<file path="src/rtl/dsp_pkg.sv">
// Shared definitions for the MAC pipeline: OP bit positions, group FSM
// encoding and the overflow clamp selector.
package dsp_pkg;

    localparam int OP_W        = 4;
    localparam int OP_PRE_EN   = 0;
    localparam int OP_PRE_SUB  = 1;
    localparam int OP_POST_SUB = 2;
    localparam int OP_ADD_C    = 3;

    typedef enum logic {
        ST_FIRST = 1'b0,
        ST_ACCUM = 1'b1
    } grp_state_e;

    typedef enum logic [1:0] {
        SAT_NONE = 2'd0,
        SAT_MAX  = 2'd1,
        SAT_MIN  = 2'd2
    } sat_e;

    // Signed overflow needs both addends of one sign, so the base operand's
    // sign bit tells which rail was crossed.
    function automatic sat_e sat_sel(input logic ovf, input logic is_signed, input logic base_msb);
        sat_e r;
        r = SAT_NONE;
        if (ovf) begin
            if (!is_signed) r = SAT_MAX;
            else            r = base_msb ? SAT_MIN : SAT_MAX;
        end
        return r;
    endfunction

endpackage

</file>
<file path="src/rtl/dsp_premult_pipe.sv">
// Front half of the MAC: input register, pre-adder, multiplier and optional
// post-multiply registers. Every stage freezes while stall is high.
module dsp_premult_pipe
    import dsp_pkg::*;
#(
    parameter int AW        = 18,
    parameter int BW        = 18,
    parameter int PW        = 48,
    parameter int MULT_PIPE = 1,
    parameter int SIGNED    = 1,
    parameter int SBW       = 1
) (
    input  logic            clk,
    input  logic            rst,
    input  logic            stall,
    input  logic            in_valid,
    input  logic [AW-1:0]   a,
    input  logic [BW-1:0]   b,
    input  logic [BW-1:0]   d,
    input  logic [OP_W-1:0] op,
    input  logic [SBW-1:0]  sb,
    output logic            out_valid,
    output logic [PW-1:0]   term,
    output logic            out_add_c,
    output logic [SBW-1:0]  out_sb
);

    localparam int XW     = BW + 1;
    localparam int MW     = AW + BW + 1;
    localparam int STAGES = 2 + MULT_PIPE;

    logic [STAGES:0]     vld_pipe;

    logic [AW-1:0]       a0;
    logic [BW-1:0]       b0, d0;
    logic [OP_W-1:0]     op0;
    logic [SBW-1:0]      sb0;

    // Past the pre-adder only {ADD_C, POST_SUB} still matter.
    logic [AW-1:0]       a1;
    logic [XW-1:0]       x1;
    logic [1:0]          op1;
    logic [SBW-1:0]      sb1;

    logic [MULT_PIPE:0][MW-1:0]  m_pipe;
    logic [MULT_PIPE:0][1:0]     op_pipe;
    logic [MULT_PIPE:0][SBW-1:0] sb_pipe;

    logic [XW-1:0] b_x, d_x, x_nxt;
    logic [MW-1:0] a_m, x_m, m_nxt, m_last;
    logic [PW-1:0] m_ext;
    logic          sa, sx, sm;

    always_comb begin
        b_x   = {(SIGNED != 0) & b0[BW-1], b0};
        d_x   = {(SIGNED != 0) & d0[BW-1], d0};
        x_nxt = b_x;
        if (op0[OP_PRE_EN]) x_nxt = op0[OP_PRE_SUB] ? (d_x - b_x) : (d_x + b_x);
    end

    // Low MW bits of the extended-operand product are the exact product.
    always_comb begin
        sa    = (SIGNED != 0) & a1[AW-1];
        sx    = (SIGNED != 0) & x1[XW-1];
        a_m   = {{(MW-AW){sa}}, a1};
        x_m   = {{(MW-XW){sx}}, x1};
        m_nxt = a_m * x_m;
    end

    always_ff @(posedge clk) begin
        if (rst) begin
            vld_pipe <= '0;
            a0 <= '0; b0 <= '0; d0 <= '0; op0 <= '0; sb0 <= '0;
            a1 <= '0; x1 <= '0; op1 <= '0; sb1 <= '0;
            m_pipe <= '0; op_pipe <= '0; sb_pipe <= '0;
        end else if (!stall) begin
            vld_pipe   <= {vld_pipe[STAGES-1:0], in_valid};
            a0 <= a; b0 <= b; d0 <= d; op0 <= op; sb0 <= sb;
            a1 <= a0; x1 <= x_nxt; op1 <= {op0[OP_ADD_C], op0[OP_POST_SUB]}; sb1 <= sb0;
            m_pipe[0]  <= m_nxt;
            op_pipe[0] <= op1;
            sb_pipe[0] <= sb1;
            for (int i = 1; i <= MULT_PIPE; i++) begin
                m_pipe[i]  <= m_pipe[i-1];
                op_pipe[i] <= op_pipe[i-1];
                sb_pipe[i] <= sb_pipe[i-1];
            end
        end
    end

    assign m_last = m_pipe[MULT_PIPE];
    assign sm     = (SIGNED != 0) & m_last[MW-1];

    generate
        if (PW >= MW) begin : g_ext
            assign m_ext = {{(PW-MW){sm}}, m_last};
        end else begin : g_trunc
            assign m_ext = m_last[PW-1:0];
        end
    endgenerate

    assign out_valid = vld_pipe[STAGES];
    assign term      = op_pipe[MULT_PIPE][0] ? (-m_ext) : m_ext;
    assign out_add_c = op_pipe[MULT_PIPE][1];
    assign out_sb    = sb_pipe[MULT_PIPE];

endmodule

</file>
<file path="src/rtl/dsp_mac_pipe.sv">
// Pipelined pre-add/multiply/accumulate engine with valid/ready handshake,
// per-group dot-product accumulation, overflow reporting and optional clamp.
module dsp_mac_pipe
    import dsp_pkg::*;
#(
    parameter int AW        = 18,
    parameter int BW        = 18,
    parameter int PW        = 48,
    parameter int MULT_PIPE = 1,
    parameter int SIGNED    = 1,
    parameter int SATURATE  = 0,
    parameter int CNT_W     = 8
) (
    input  logic             clk,
    input  logic             rst,
    input  logic             in_valid,
    output logic             in_ready,
    input  logic [AW-1:0]    a,
    input  logic [BW-1:0]    b,
    input  logic [BW-1:0]    d,
    input  logic [PW-1:0]    c,
    input  logic [OP_W-1:0]  op,
    input  logic [CNT_W-1:0] acc_len,
    output logic             out_valid,
    input  logic             out_ready,
    output logic [PW-1:0]    p,
    output logic             ovf
);

    localparam int SBW = CNT_W + PW;
    localparam logic [PW-1:0] P_MAX = (SIGNED != 0) ? {1'b0, {(PW-1){1'b1}}} : {PW{1'b1}};
    localparam logic [PW-1:0] P_MIN = (SIGNED != 0) ? {1'b1, {(PW-1){1'b0}}} : {PW{1'b0}};

    grp_state_e       state, state_nxt;
    logic             stall, advance, first, last, emit;
    logic             s3_valid, s3_add_c;
    logic [PW-1:0]    s3_term, s3_c;
    logic [SBW-1:0]   s3_sb;
    logic [CNT_W-1:0] s3_len, len_m1, cnt, cnt_nxt;
    logic [PW-1:0]    acc, base, raw, sum;
    logic [PW:0]      sum_w;
    logic             sticky, sticky_nxt, ovf_now;
    sat_e             sat;

    assign stall    = out_valid & ~out_ready;
    assign in_ready = ~stall;

    dsp_premult_pipe #(
        .AW(AW), .BW(BW), .PW(PW), .MULT_PIPE(MULT_PIPE), .SIGNED(SIGNED), .SBW(SBW)
    ) u_front (
        .clk       (clk),
        .rst       (rst),
        .stall     (stall),
        .in_valid  (in_valid),
        .a         (a),
        .b         (b),
        .d         (d),
        .op        (op),
        .sb        ({acc_len, c}),
        .out_valid (s3_valid),
        .term      (s3_term),
        .out_add_c (s3_add_c),
        .out_sb    (s3_sb)
    );

    assign s3_c   = s3_sb[PW-1:0];
    assign s3_len = s3_sb[PW +: CNT_W];

    // Accumulate datapath: the group base is C (or 0) on the first beat,
    // the running sum afterwards.
    always_comb begin
        first   = (state == ST_FIRST);
        advance = s3_valid & ~stall;
        len_m1  = (s3_len == '0) ? '0 : (s3_len - CNT_W'(1));
        last    = first ? (len_m1 == '0) : (cnt == CNT_W'(1));
        base    = first ? (s3_add_c ? s3_c : '0) : acc;
        sum_w   = {1'b0, base} + {1'b0, s3_term};
        raw     = sum_w[PW-1:0];
        if (SIGNED != 0) ovf_now = (base[PW-1] == s3_term[PW-1]) && (raw[PW-1] != base[PW-1]);
        else             ovf_now = sum_w[PW];
        sat = (SATURATE != 0) ? sat_sel(ovf_now, SIGNED != 0, base[PW-1]) : SAT_NONE;
        case (sat)
            SAT_MAX: sum = P_MAX;
            SAT_MIN: sum = P_MIN;
            default: sum = raw;
        endcase
    end

    always_ff @(posedge clk) begin
        if (rst) state <= ST_FIRST;
        else     state <= state_nxt;
    end

    always_comb begin
        state_nxt = state;
        if (advance) state_nxt = last ? ST_FIRST : ST_ACCUM;
    end

    always_comb begin
        emit       = advance & last;
        sticky_nxt = (first ? 1'b0 : sticky) | ovf_now;
        cnt_nxt    = first ? len_m1 : (cnt - CNT_W'(1));
    end

    always_ff @(posedge clk) begin
        if (rst) begin
            acc       <= '0;
            cnt       <= '0;
            sticky    <= 1'b0;
            out_valid <= 1'b0;
            p         <= '0;
            ovf       <= 1'b0;
        end else begin
            if (advance) begin
                cnt <= cnt_nxt;
                if (emit) begin
                    acc    <= '0;
                    sticky <= 1'b0;
                    p      <= sum;
                    ovf    <= sticky_nxt;
                end else begin
                    acc    <= sum;
                    sticky <= sticky_nxt;
                end
            end
            if (emit)                       out_valid <= 1'b1;
            else if (out_valid & out_ready) out_valid <= 1'b0;
        end
    end

endmodule

</file>
<file path="config.mk">
export PLATFORM = sky130hd
export DESIGN_NAME = dsp_mac_pipe
export DESIGN_NICKNAME = d
export VERILOG_FILES = /design/src/rtl/dsp_pkg.sv /design/src/rtl/dsp_premult_pipe.sv /design/src/rtl/dsp_mac_pipe.sv
export SDC_FILE = /design/constraint.sdc
export NUM_CORES = 2
export LEC_CHECK = 0
export ABC_AREA = 1
export CORE_MARGIN = 1
export CORE_UTILIZATION = 40
export DETAILED_ROUTE_END_ITERATION = 12
export SYNTH_ARGS = -nofsm -noshare
export SYNTH_HDL_FRONTEND = slang
export SYNTH_HIERARCHICAL = 1
export SYNTH_SLANG_ARGS = --single-unit
</file>
<file path="constraint.sdc">
create_clock -name clk -period 6.7 [get_ports clk]
set_clock_uncertainty 0.1 [all_clocks]
set_input_delay 1.34 -clock clk [delete_from_list [all_inputs] [get_ports clk]]
set_output_delay 1.34 -clock clk [all_outputs]
set_load 0.005 [all_outputs]
</file>
Yosys cells after proc, flatten, opt, wreduce, memory -nomap -nowiden
Cells that the tools add are included.

Memory bits (read-only): 0. Bits in writable memories: 0. Flip-flop bits (word level): 511. Output and inout bits: 51. Input port bits: 118. Bits in latches: 0. Memories kept: 0. Word-level logic and storage cells: 59.

Multipliers: 1. Divide/modulo/power cells: 0. Shift-type cells: 0. Order comparisons: 0. Bitwise operators: 7. Equal/unequal tests: 3. $add $sub $neg: 6. Reduce and logical (&&, ||, !) cells: 5. Multiplexer cells: 14.

Operator list (count): 2-to-1 mux 48 bit (4); adder 48 bit (1); negation 48 bit (1); 2-to-1 mux 19 bit (2); multiplier 18 x 19 -> 37 bit (1); adder 18 x 18 -> 19 bit (1); subtractor 18 x 18 -> 19 bit (1); logical NOT 8 bit (2); 2-to-1 mux 8 bit (2); subtractor 8 x 1 -> 8 bit (second input constant) (2); == test 8 x 1 -> 1 bit (second input constant) (1); 2-to-1 mux 1 bit (6); bitwise AND 1 bit (4); inverter 1 bit (2); AND reduction 2 bit (1); nonzero test 2 bit (1); == test 1 bit (1); logical AND 1 bit (1); inequality test 1 bit (1); bitwise OR 1 bit (1).

Logic depth before layout (Yosys ltp)
Depth in word-level cells: 7. Mapped depth: 29.

Hierarchy
The synthesis kept the hierarchy.

By module, submodules not included: dsp_premult_pipe (area each 30417.9 µm², cells an instance 4099, instances 1, sequential area each 8067.7 µm²); dsp_mac_pipe (area each 8783.4 µm², cells an instance 1472, instances 1, sequential area each 2162.1 µm²).

Worst setup path after synthesis
OpenSTA, ideal clock, no wires.

Kind: register to register. From: register u_front.x1[18]. To: register u_front/m_pipe[28] in the netlist's numbering. Period minus slack after synthesis: 5.801 ns. Data arrival time: 5.592 ns. Data required time: 6.491 ns. Slack: 0.899 ns. Library setup time: 0.109 ns. Stages on the path, launching flop included: 24. Path buffers: 2. Cells stage by stage: dfxtp_1 -> clkbuf_1 -> buf_1 -> nand2_1 -> fa_1 -> inv_1 -> fa_1 -> fa_1 -> fa_1 -> fa_1 -> inv_1 -> fa_1 -> inv_1 -> ha_1 -> nand2_1 -> nor2_1 -> inv_1 -> nor2_2 -> inv_1 -> or2_1 -> nand4_1 -> nand3_1 -> nand2_1 -> inv_1.

Longest elaborated chain between the ends: 1.

RTL lines: start, declared (line dsp_premult_pipe.sv:41) `logic [XW-1:0] x1;`; start signal, assigned (line dsp_premult_pipe.sv:74) `a1 <= '0; x1 <= '0; op1 <= '0; sb1 <= '0;`; start signal, assigned (line dsp_premult_pipe.sv:79) `a1 <= a0; x1 <= x_nxt; op1 <= {op0[OP_ADD_C], op0[OP_POST_SUB]}; sb1 <= sb0;`; multiplier 18 x 19 -> 37 bit (line dsp_premult_pipe.sv:67) `m_nxt = a_m * x_m;`; end signal, assigned by index (line dsp_premult_pipe.sv:84) `m_pipe[i] <= m_pipe[i-1];`; end, declared (line dsp_premult_pipe.sv:45) `logic [MULT_PIPE:0][MW-1:0] m_pipe;`.

No other way between the ends. A chain may end at the register's enable or synchronous reset.

Final worst setup path
From: register u_front.a1[4]. To: register u_front/m_pipe[31] in the netlist's numbering.

Longest elaborated chain between the ends: 1.

RTL lines: start, declared (line dsp_premult_pipe.sv:40) `logic [AW-1:0] a1;`; start signal, assigned (line dsp_premult_pipe.sv:74); start signal, assigned (line dsp_premult_pipe.sv:79); multiplier 18 x 19 -> 37 bit (line dsp_premult_pipe.sv:67).

No other way between the ends.

==> metrics.yaml <==
outcome: "finished, violations left"
violations: "design-rule violations"
fin_area_mm2: 0.0436
drtIter0Drc: 2540
power_density_mw_per_mm2: 194
fmax_mhz: 161
rows: 114
clock_latency_ps: 680
h-tree-depth: 2
drive_gt1_share_pct: 4.32
yosys.area_share.simple_pct: 24.4
crit_fanout: 12
finalMaxSlewViolations: 0
path_class: "reg2reg"
syn_nets: 6201
critPathLaunchType: "register"
place_congestion: 0.963
clkTransAtPathRegs_ps: 70
synth_edf_count: 0
place_ws_ps: 386
hold_class: "reg2reg"
fillers: 10100
routed_via_density: 4.93
rsz0062_at_grt: "false"
syn_area_per_cell_um2: 7.04
ys.flop_type: "dfxtp_1"
crit_arrival_ps: 6710
syn_to_final_growth_pct: 11.1
antenna_found_initial: 0
drt-total-wl_um: 113000
worstMarginPinSlew_ps: 1000
synth_compound_area_share_pct: 11.2
ir_drop_v: 0.000201
leakage_nw: 23.2
netlist_area_mm2: 0.0392
dp_hpwl_um: 88700
io_buffers: 168
ys_seq_area_share_pct: 26.1
wl_per_cell_um: 16.4
ys_async_sr_fraction_pct: 0
dpl_cell_area_mm2: 0.0416
synthTopCellsByArea: "dfxtp_1 (26%), fa_1 (18%), nand2_1 (11%), inv_1 (9.0%), nor2_1 (8.9%)"
post-route-period-util_pct: 92.9
max_cap_viol_count: 0
setup_tns_ps: 0
overflow: 0
final_antenna_net_count: 0
die_w_um: 315
synth_top_cell_by_area: "dfxtp_1"
cts_tree: "yes"
via_count: 33900
setup_violations: 0
synth_top_family_by_area: "simple AND/OR/NAND/NOR gates"
numCtsBuffers: 58
grt_max_degree: 163
synth_cells: 5571
drc_errors: 20
power_w: 0.00843
synthDominantCellAreaShare_pct: 26.1
worst_slack_ps: 475
synth.most_common_cell: "nand2_1"
fin_crit_ps: 6220
cts_root_buf: "clkbuf_16"
grt_pass1_wl_um: 183000
hold_viol_final: 0
grtUsageTotal_pct: 23.2
critPathCaptureType: "register"
cts_sinks: 511
dpl.cell_count: 6769
ios: 169
yosysWarnings: 6
synth.area.mux_share_pct: 0
fp.dieArea_mm2: 0.0993
core_mm2: 0.0969
slew_headroom_pct: 33.2
start_util_pct: 40.5
final_cells: 6876
synth_adder_area_share_pct: 23.0
first_global_vias: 33000
synth_cell_type_count: 55
dr.pass1.iters: 11
yosys-top-cells-count: "nand2_1 (1141), inv_1 (937), nor2_1 (927)"
yosys_register_bits: 511
die_h_um: 315
worst_ep_required_time_ps: 7190
synth-xor-area-share_pct: 2.37
cts_max_path_buffers: 3
fin_nets: 6183
==> cell type report <==
cell class / count / area, um2 / area share [%]
antenna: 2 / 5.00 / 0.0115
multi-input combinational: 3794 / 23900 / 54.9
clock inverter: 22 / 298 / 0.684
sequential: 511 / 10200 / 23.5
tap: 1276 / 1600 / 3.67
inverter: 946 / 3570 / 8.20
clock buffer: 83 / 1640 / 3.75
timing repair buffer: 242 / 2280 / 5.25
==> cells in the final DEF (no fill, tap or decap), drive strengths merged <==
cell type,netlist,layout
nand2,1153,1153
inv,944,946
nor2,940,940
dfxtp,511,511
o21ai,484,484
fa,347,347
a21oi,243,243
nand3,169,169
clkdlybuf4s50,0,167
ha,165,165
clkbuf,201,83
xor2,79,79
buf,119,75
a22o,45,45
nand4,37,37
xnor2,27,27
nor3,25,25
clkinv,2,15
o21bai,12,12
nor4,12,12
or2,8,8
and2,7,7
o211ai,6,6
nand3b,6,6
o21a,5,5
bufinv,0,5
a21o,4,4
a31oi,4,4
a221oi,3,3
and3,3,3
diode,0,2
a21boi,2,2
clkinvlp,0,2
nor3b,2,2
o31ai,2,2
a22oi,1,1
o32ai,1,1
nand2b,1,1
o221ai,1,1
==> metal layers <==
layer | vias to the layer above | global-route usage [%] | wire, um
li1 | 16900 | - | -
met1 | 16000 | 34.5 | 55800
met4 | 0 | 5.48 | 2450
met5 | - | 0 | 0
met3 | 130 | 2.59 | 5980
met2 | 761 | 35.5 | 48800
==> critical path, stage by stage, from the launching register on <==
cell	delay, ps
dfxtp_1	660
nand2_1	210
fa_1	550
inv_1	160
fa_2	780
fa_1	490
fa_1	520
fa_1	490
inv_1	50
fa_1	470
inv_1	40
ha_1	370
nand2_1	110
nor2_1	100
inv_1	90
nor2_1	270
and3_1	200
nand2_1	140
nand4_1	110
nand3_1	90
nand2_1	90
inv_1	40
==> worst paths after layout <==
kind | startpoint | endpoint | slack, ps | cells after the start
worst max register to register | u_front/a1[4]$_SDFFE_PP0N_ | u_front/m_pipe[31]$_SDFFE_PP0N_ | 480 | 21
worst min register to register | u_front/m_pipe[10]$_SDFFE_PP0N_ | u_front/m_last[10]$_SDFFE_PP0N_ | 340 | 2
worst max-delay path | u_front/a1[4]$_SDFFE_PP0N_ | u_front/m_pipe[31]$_SDFFE_PP0N_ | 480 | 21
worst min-delay path | u_front/m_pipe[10]$_SDFFE_PP0N_ | u_front/m_last[10]$_SDFFE_PP0N_ | 340 | 2
==> state kept, by name (all words and copies together), names as in the netlist, 18 cells and up <==
name,flops
u_front/sb_pipe,56
u_front/out_sb,56
u_front/m_pipe,37
u_front/a0,18
u_front/a1,18
u_front/sb0,56
u_front/sb1,56
u_front/b0,18
u_front/m_last,37
p,48
acc,48
u_front/d0,18
u_front/x1,19
==> power breakdown <==
group	internal [W]	switching (W)	leakage (nW)	total (W)
Sequential	0.00320	0.000155	4.18	0.00335
Clock	0.00189	0.00138	0.944	0.00327
Combinational	0.000652	0.00116	18.1	0.00181
Total	0.00574	0.00270	23.2	0.00843
==> stage by stage <==
step,utilization [%],hold WS (ps)
floorplan,-,337
global placement,43.0,352
detailed placement,43.0,357
CTS,45.0,339
global route,45.0,372
finish,45.0,345
==> cells by family (layout without fill, tap and decap cells) <==
logic type      Yosys count  in the layout
other cells               0              2
flops                   511            511
simple gates           2363           2363
buf+inv                1266           1293
compound gates          813            813
fa+ha+maj               512            512
xor+xnor                106            106
==> timing repair <==
action	4_1_cts	5_1_grt
setup buffers	0	0
hold buffers	0	0
gates resized for setup	0	1
endpoints found under the setup margin	0	3
Note: power is estimated with default switching activity, not from simulation.
